===== config.mk =====
export PLATFORM = sky130hd
export DESIGN_NAME = alu_bcd
export DESIGN_NICKNAME = d
export VERILOG_FILES = /design/src/rtl/alu_bcd.sv
export SDC_FILE = /design/constraint.sdc
export NUM_CORES = 1
export LEC_CHECK = 0
export CORE_ASPECT_RATIO = 0.8
export CORE_UTILIZATION = 50
export DETAILED_ROUTE_END_ITERATION = 16
export PLACE_DENSITY = 0.87
export SLEW_MARGIN = 10
export SYNTH_ARGS = -nofsm -noshare
export SYNTH_HDL_FRONTEND = slang
export SYNTH_SLANG_ARGS = --single-unit

===== constraint.sdc =====
create_clock -name i_clk -period 5.23 [get_ports i_clk]
set_input_delay 1.046 -clock i_clk [delete_from_list [all_inputs] [get_ports i_clk]]
set_output_delay 1.046 -clock i_clk [all_outputs]
set_load 0.03 [all_outputs]

===== src/rtl/alu_bcd.sv =====
// Sequenced ALU: single-cycle binary ops plus nibble-serial BCD add/subtract.
// Define ALU_BCD_EN to build the decimal path (DEC state, nibble counter).
module alu_bcd #(
  parameter int WIDTH = 8
) (
  input  logic             i_clk,
  input  logic             i_rst,
  input  logic             i_valid,
  output logic             o_ready,
  input  logic [2:0]       i_op,
  input  logic [WIDTH-1:0] i_ai,
  input  logic [WIDTH-1:0] i_bi,
  input  logic             i_carry,
  input  logic             i_dec,
  output logic [WIDTH-1:0] o_add,
  output logic             o_acr,
  output logic             o_avr,
  output logic             o_hc,
  output logic             o_zero,
  output logic             o_neg,
  output logic             o_valid
);

  localparam int N  = WIDTH / 4;
  localparam int CW = (N > 1) ? $clog2(N) : 1;

  localparam logic [2:0] OP_SUM  = 3'd0;
  localparam logic [2:0] OP_SUB  = 3'd1;
  localparam logic [2:0] OP_AND  = 3'd2;
  localparam logic [2:0] OP_OR   = 3'd3;
  localparam logic [2:0] OP_EOR  = 3'd4;
  localparam logic [2:0] OP_SR   = 3'd5;
  localparam logic [2:0] OP_SL   = 3'd6;

  logic [WIDTH-1:0] b_eff, bin_res;
  logic [WIDTH:0]   sum_ext;
  logic [4:0]       low_sum;
  logic             arith_avr, bin_acr, bin_avr, bin_hc;
  logic             is_arith, accept, bin_accept, dec_accept;

  assign is_arith = (i_op == OP_SUM) || (i_op == OP_SUB);
  assign accept   = i_valid & o_ready;

  // SUB is computed as ai + ~bi + c so that carry-out means "no borrow".
  always_comb begin
    b_eff     = (i_op == OP_SUB) ? ~i_bi : i_bi;
    sum_ext   = {1'b0, i_ai} + {1'b0, b_eff} + {{WIDTH{1'b0}}, i_carry};
    low_sum   = {1'b0, i_ai[3:0]} + {1'b0, b_eff[3:0]} + {4'b0, i_carry};
    arith_avr = (i_ai[WIDTH-1] == b_eff[WIDTH-1]) && (sum_ext[WIDTH-1] != i_ai[WIDTH-1]);
    bin_res   = i_ai;
    bin_acr   = 1'b0;
    bin_avr   = 1'b0;
    bin_hc    = 1'b0;
    case (i_op)
      OP_SUM, OP_SUB: begin
        bin_res = sum_ext[WIDTH-1:0];
        bin_acr = sum_ext[WIDTH];
        bin_avr = arith_avr;
        bin_hc  = low_sum[4];
      end
      OP_AND: bin_res = i_ai & i_bi;
      OP_OR:  bin_res = i_ai | i_bi;
      OP_EOR: bin_res = i_ai ^ i_bi;
      OP_SR: begin
        bin_res = {i_carry, i_ai[WIDTH-1:1]};
        bin_acr = i_ai[0];
      end
      OP_SL: begin
        bin_res = {i_ai[WIDTH-2:0], i_carry};
        bin_acr = i_ai[WIDTH-1];
      end
      default: bin_res = i_ai;
    endcase
  end

`ifdef ALU_BCD_EN
  typedef enum logic {IDLE, DEC} state_t;
  state_t state, state_next;

  logic [CW-1:0]    nib_cnt;
  logic [WIDTH-1:0] dec_a, dec_b, dec_res, res_next;
  logic             dec_sub, dec_cy, dec_hc, dec_avr;
  logic [3:0]       a_k, b_k, nib_val;
  logic [4:0]       s5;
  logic [5:0]       d6;
  logic             cy_next, last_nib;

  assign o_ready    = (state == IDLE);
  assign dec_accept = accept & i_dec & is_arith;
  assign bin_accept = accept & ~(i_dec & is_arith);
  assign last_nib   = (nib_cnt == CW'(N - 1));

  // One BCD digit per cycle; the result register fills from the LSB upward.
  always_comb begin
    a_k      = 4'(dec_a >> (4 * nib_cnt));
    b_k      = 4'(dec_b >> (4 * nib_cnt));
    s5       = {1'b0, a_k} + {1'b0, b_k} + {4'b0, dec_cy};
    d6       = {2'b0, a_k} - {2'b0, b_k} - {5'b0, ~dec_cy};
    nib_val  = s5[3:0];
    cy_next  = 1'b0;
    if (dec_sub) begin
      if (d6[5]) begin
        nib_val = 4'(d6 + 6'd10);
        cy_next = 1'b0;
      end else begin
        nib_val = d6[3:0];
        cy_next = 1'b1;
      end
    end else if (s5 > 5'd9) begin
      nib_val = 4'(s5 + 5'd6);
      cy_next = 1'b1;
    end
    res_next = dec_res | (WIDTH'(nib_val) << (4 * nib_cnt));
  end

  always_comb begin
    state_next = state;
    case (state)
      IDLE:    if (dec_accept) state_next = DEC;
      DEC:     if (last_nib)   state_next = IDLE;
      default: state_next = IDLE;
    endcase
  end

  always_ff @(posedge i_clk) begin
    if (i_rst) state <= IDLE;
    else       state <= state_next;
  end
`else
  logic unused_dec;
  assign unused_dec = i_dec;
  assign o_ready    = 1'b1;
  assign dec_accept = 1'b0;
  assign bin_accept = accept;
`endif

  // Outputs hold the last completed result; o_valid pulses on each completion.
  always_ff @(posedge i_clk) begin
    if (i_rst) begin
      o_add   <= '0;
      o_acr   <= 1'b0;
      o_avr   <= 1'b0;
      o_hc    <= 1'b0;
      o_zero  <= 1'b0;
      o_neg   <= 1'b0;
      o_valid <= 1'b0;
`ifdef ALU_BCD_EN
      nib_cnt <= '0;
      dec_a   <= '0;
      dec_b   <= '0;
      dec_res <= '0;
      dec_sub <= 1'b0;
      dec_cy  <= 1'b0;
      dec_hc  <= 1'b0;
      dec_avr <= 1'b0;
`endif
    end else begin
      o_valid <= 1'b0;
      if (bin_accept) begin
        o_add   <= bin_res;
        o_acr   <= bin_acr;
        o_avr   <= bin_avr;
        o_hc    <= bin_hc;
        o_zero  <= (bin_res == '0);
        o_neg   <= bin_res[WIDTH-1];
        o_valid <= 1'b1;
      end
`ifdef ALU_BCD_EN
      if (dec_accept) begin
        dec_a   <= i_ai;
        dec_b   <= i_bi;
        dec_sub <= (i_op == OP_SUB);
        dec_cy  <= i_carry;
        dec_avr <= arith_avr;
        dec_res <= '0;
        nib_cnt <= '0;
      end else if (state == DEC) begin
        dec_cy  <= cy_next;
        dec_res <= res_next;
        nib_cnt <= nib_cnt + CW'(1);
        if (nib_cnt == '0) dec_hc <= cy_next;
        if (last_nib) begin
          o_add   <= res_next;
          o_acr   <= cy_next;
          o_avr   <= dec_avr;
          o_hc    <= (nib_cnt == '0) ? cy_next : dec_hc;
          o_zero  <= (res_next == '0);
          o_neg   <= res_next[WIDTH-1];
          o_valid <= 1'b1;
        end
      end
`endif
    end
  end

endmodule


==> flow_summary_export.csv <==
group,metric,value,unit
floorplan,placementRows,18,
floorplan,die_area,3500,um^2
finish,finalNetCount,292,
clock_network,cts.reportedPaths.clkPinSlew,0.06,ns
finish,syn2layout_area_growth,25.9,%
sta,maxSlewHeadroom,0.513,
setup_path,critPathCaptureType,"register",
placement,dpl.hpwl,3040,um
finish,fin_util,0.663,
finish,seq_area,260,um^2
clock_network,cts_buffers,3,
logic_synthesis,synth_edf_count,0,
floorplan,die_w,65.9,um
power,combPwrFrac,0.486,
logic_synthesis,avgSynthCellArea,7.82,um^2
sta,report.final.slew_viol_count,0,
logic_synthesis,ys_ff_latch,13,
route,drt_first_iter_violations,128,
power,seq_power_share,0.281,
min_path,min_path_type,"register to register",
power,p_int,247,uW
clock_network,insertion_delay,0.25,ns
finish,multi_input_area,1230,um^2
setup_path,crit_chain,"clkdlybuf4s50_1 -> inv_2 -> nor3_2 -> buf_4 -> xnor2_1 -> fa_1 -> fa_1 -> nand2b_1 -> a21oi_1 -> a31oi_1 -> xnor2_1 -> o221a_2 -> mux2i_1 -> nor2_1",
setup_path,rr_endpoint,"o_acr",
sta,post-route-period-util,0.765,
route,wl_per_cell,13.9,um
power,power.leakage,0.925,nW
sta,finalCriticalPeriod,4.00,ns
logic_synthesis,async_flop_share,0,
placement,place_area,2010,um^2
setup_path,cp_slowest_cell,"clkdlybuf4s50_1",
setup_path,critical_path.startpoint,"i_op[0]",
finish,final_area,2060,um^2
setup_path,required,5.35,ns
setup_path,crit_end,"o_add[6]",
clock_network,cts_tree,"yes",
global_routing,grt_pass1_vias,1392,
route,detail_route.vias_per_cell,5.76,
global_routing,grt_max_degree,25,
logic_synthesis,syn_inst,209,
clock_network,numClockSinks,13,
finish,nFillCells,261,
outcome,status,"complete, no violations",
finish,fin_cells,282,
sta,hold_ws,0.468,ns
logic_synthesis,synth_nets,258,
placement,pre_cts_ws,0.962,ns
power,p_clk_frac,0.233,
finish,final_layout_size_suffix_gt1_frac,0.0579,
setup_path,reg2reg_from,"o_acr",
floorplan,coreArea,3110,um^2
clock_network,cts_resized,0,
logic_synthesis,synth-seq-area-share,0.159,
setup_path,path_max_fanout,9,
route,met2_length,1780,um
clock_network,cts_hold_buffers,0,
power,vdd.ir_drop.worst,160,uV
floorplan,dieHeight,53.2,um
clock_network,htreeDepth,1,
logic_synthesis,synth_cell_types,50,
route,wl_met3,224,um
setup_path,path_class,"input pin to register",
sta,skew,0,ns
setup_path,rrSetupSlack,4.41,ns
sta,setup_slack,1.23,ns
global_routing,grt_usage,0.239,
placement,placedCellCount,278,
route,dr.pass1.iters,6,
sta,tns,0,ns
route,highest_layer,"met4",
route,antenna_left,0,
clock_network,cts_buffer_depth,2,
route,remaining_drc_errors,0,
placement,gp_congestion,0.834,
placement,portBuffers,36,
sta,max_slew.worst_pin.slew,0.728,ns
floorplan,io-pin-count,39,
job,drv_cap,0,
clock_network,root_buffer,"clkbuf_8",
clock_network,post-cts-setup-buffers,0,
global_routing,antenna_found_initial,0,
floorplan,start_util,0.526,
power,netSwitchingPower,144,uW
sta,finalSetupViolations,0,
route,via_count,1623,
global_routing,grt_overflow,0,
setup_path,reg2reg_depth,2,
logic_synthesis,ys.flop_type,"dfxtp_1",
finish,antenna_cells,0,
logic_synthesis,ys_warn_count,0,
sta,maxClockFrequency,250,MHz
route,m1WireLength,1880,um
sta,hold_viol_final,0,
power,finalPower,391,uW
power,power_density,190,nW/um^2
power,p_sw_frac,0.369,
logic_synthesis,netlist_area,1640,um^2
setup_path,arrival,4.12,ns
global_routing,grt_pass1_wl,6340,um
route,drt_wl_total,3920,um
setup_path,start_kind,"input pin",
sta,rsz0062_at_grt,"false",
setup_path,slowest_delay,0.49,ns
cells by family (layout without fill, tap and decap cells):
group	count (synthesis)	count (layout)	synth area share
AOI/OAI and AO/OA	52	52	0.217
xor gates and xnor gates	13	13	0.0696
adders and majority gates	25	25	0.200
buffers and inverters	33	66	0.0880
DFF	13	13	0.159
muxes	13	13	0.0880
other	1	1	0.00229
and+or+nand+nor	59	59	0.175
registers in the layout (all words and copies together), names as in the netlist:
signal / cells
o_zero: 1
o_acr: 1
o_add: 8
o_avr: 1
o_valid: 1
o_hc: 1
placed cells by master (no fill, tap or decap), types with 2 or more instances in the layout:
cell type	instances
nand2b_1	6
mux2i_1	11
o221ai_1	2
a31oi_1	6
xor2_1	2
fa_1	2
dfxtp_1	13
a211oi_1	2
clkbuf_8	3
nor2b_1	4
buf_4	4
o22ai_1	2
clkdlybuf4s50_1	36
o32ai_1	3
inv_1	21
nand3_1	4
nand2_1	15
a21o_1	4
a21oi_1	8
nor2_1	21
o21ai_0	11
ha_1	23
xnor2_1	11
routing by layer:
metal	vias up	track usage
met5	-	0
met4	0	0.0355
met3	4	0.0496
met2	52	0.405
met1	767	0.316
li1	800	-
cells in the mapped netlist, types with 2 or more instances:
cell type	count	area share
nand2b_1	6	0.023
nand2_1	15	0.034
ha_1	23	0.18
mux2i_1	11	0.067
a21oi_1	8	0.024
o32ai_1	3	0.016
a211oi_1	2	0.0092
o221ai_1	2	0.011
o21ai_0	11	0.034
nand3_1	4	0.012
a21o_1	4	0.018
nor2_1	21	0.048
nor2b_1	4	0.015
inv_1	21	0.048
xnor2_1	11	0.059
o22ai_1	2	0.0076
buf_4	4	0.018
buf_2	4	0.012
fa_1	2	0.024
xor2_1	2	0.011
dfxtp_1	13	0.16
a31oi_1	6	0.023
clkbuf_1	3	0.0069
worst max-delay path: cells and delay by family:
family	cells	cell delay, ns
AND/OR/NAND/NOR	3	0.34
AO/OA/AOI/OAI	3	0.71
adder cells (fa/ha/maj)	2	0.82
multiplexers	1	0.15
XOR/XNOR	2	0.25
buffers and inverters	3	0.81
how the worst min path moves through the flow:
stage / start / endpoint / slack [ns] / cells past startpoint
3_5_place_dp: o_avr / o_avr / 0.46 / 2
4_1_cts: o_avr / o_avr / 0.47 / 2
5_1_grt: o_avr / o_avr / 0.49 / 2
6_report: o_avr / o_avr / 0.47 / 2
3_3_place_gp: o_avr / o_avr / 0.46 / 2
2_1_floorplan: o_avr / o_avr / 0.59 / 2
final cells by class:
type	instances	area share
multi-input cells	163	0.598
clock buffers	4	0.0219
repair buffers	40	0.190
flip-flops and latches	13	0.126
inverters	22	0.0401
well taps	40	0.0243
power groups by stage:
| stage | combinational [mW] | sequential, mW | clock [mW] |
|---|---|---|---|
| 6_report | 0.190 | 0.110 | 0.0909 |
| 5_1_grt | 0.209 | 0.111 | 0.0967 |
| 4_1_cts | 0.188 | 0.110 | 0.0914 |
| 3_5_place_dp | 0.187 | 0.112 | 0 |
| 3_3_place_gp | 0.182 | 0.112 | 0 |
| 2_1_floorplan | 0.112 | 0.126 | 0 |
Note: power is estimated with default switching activity, not from simulation.
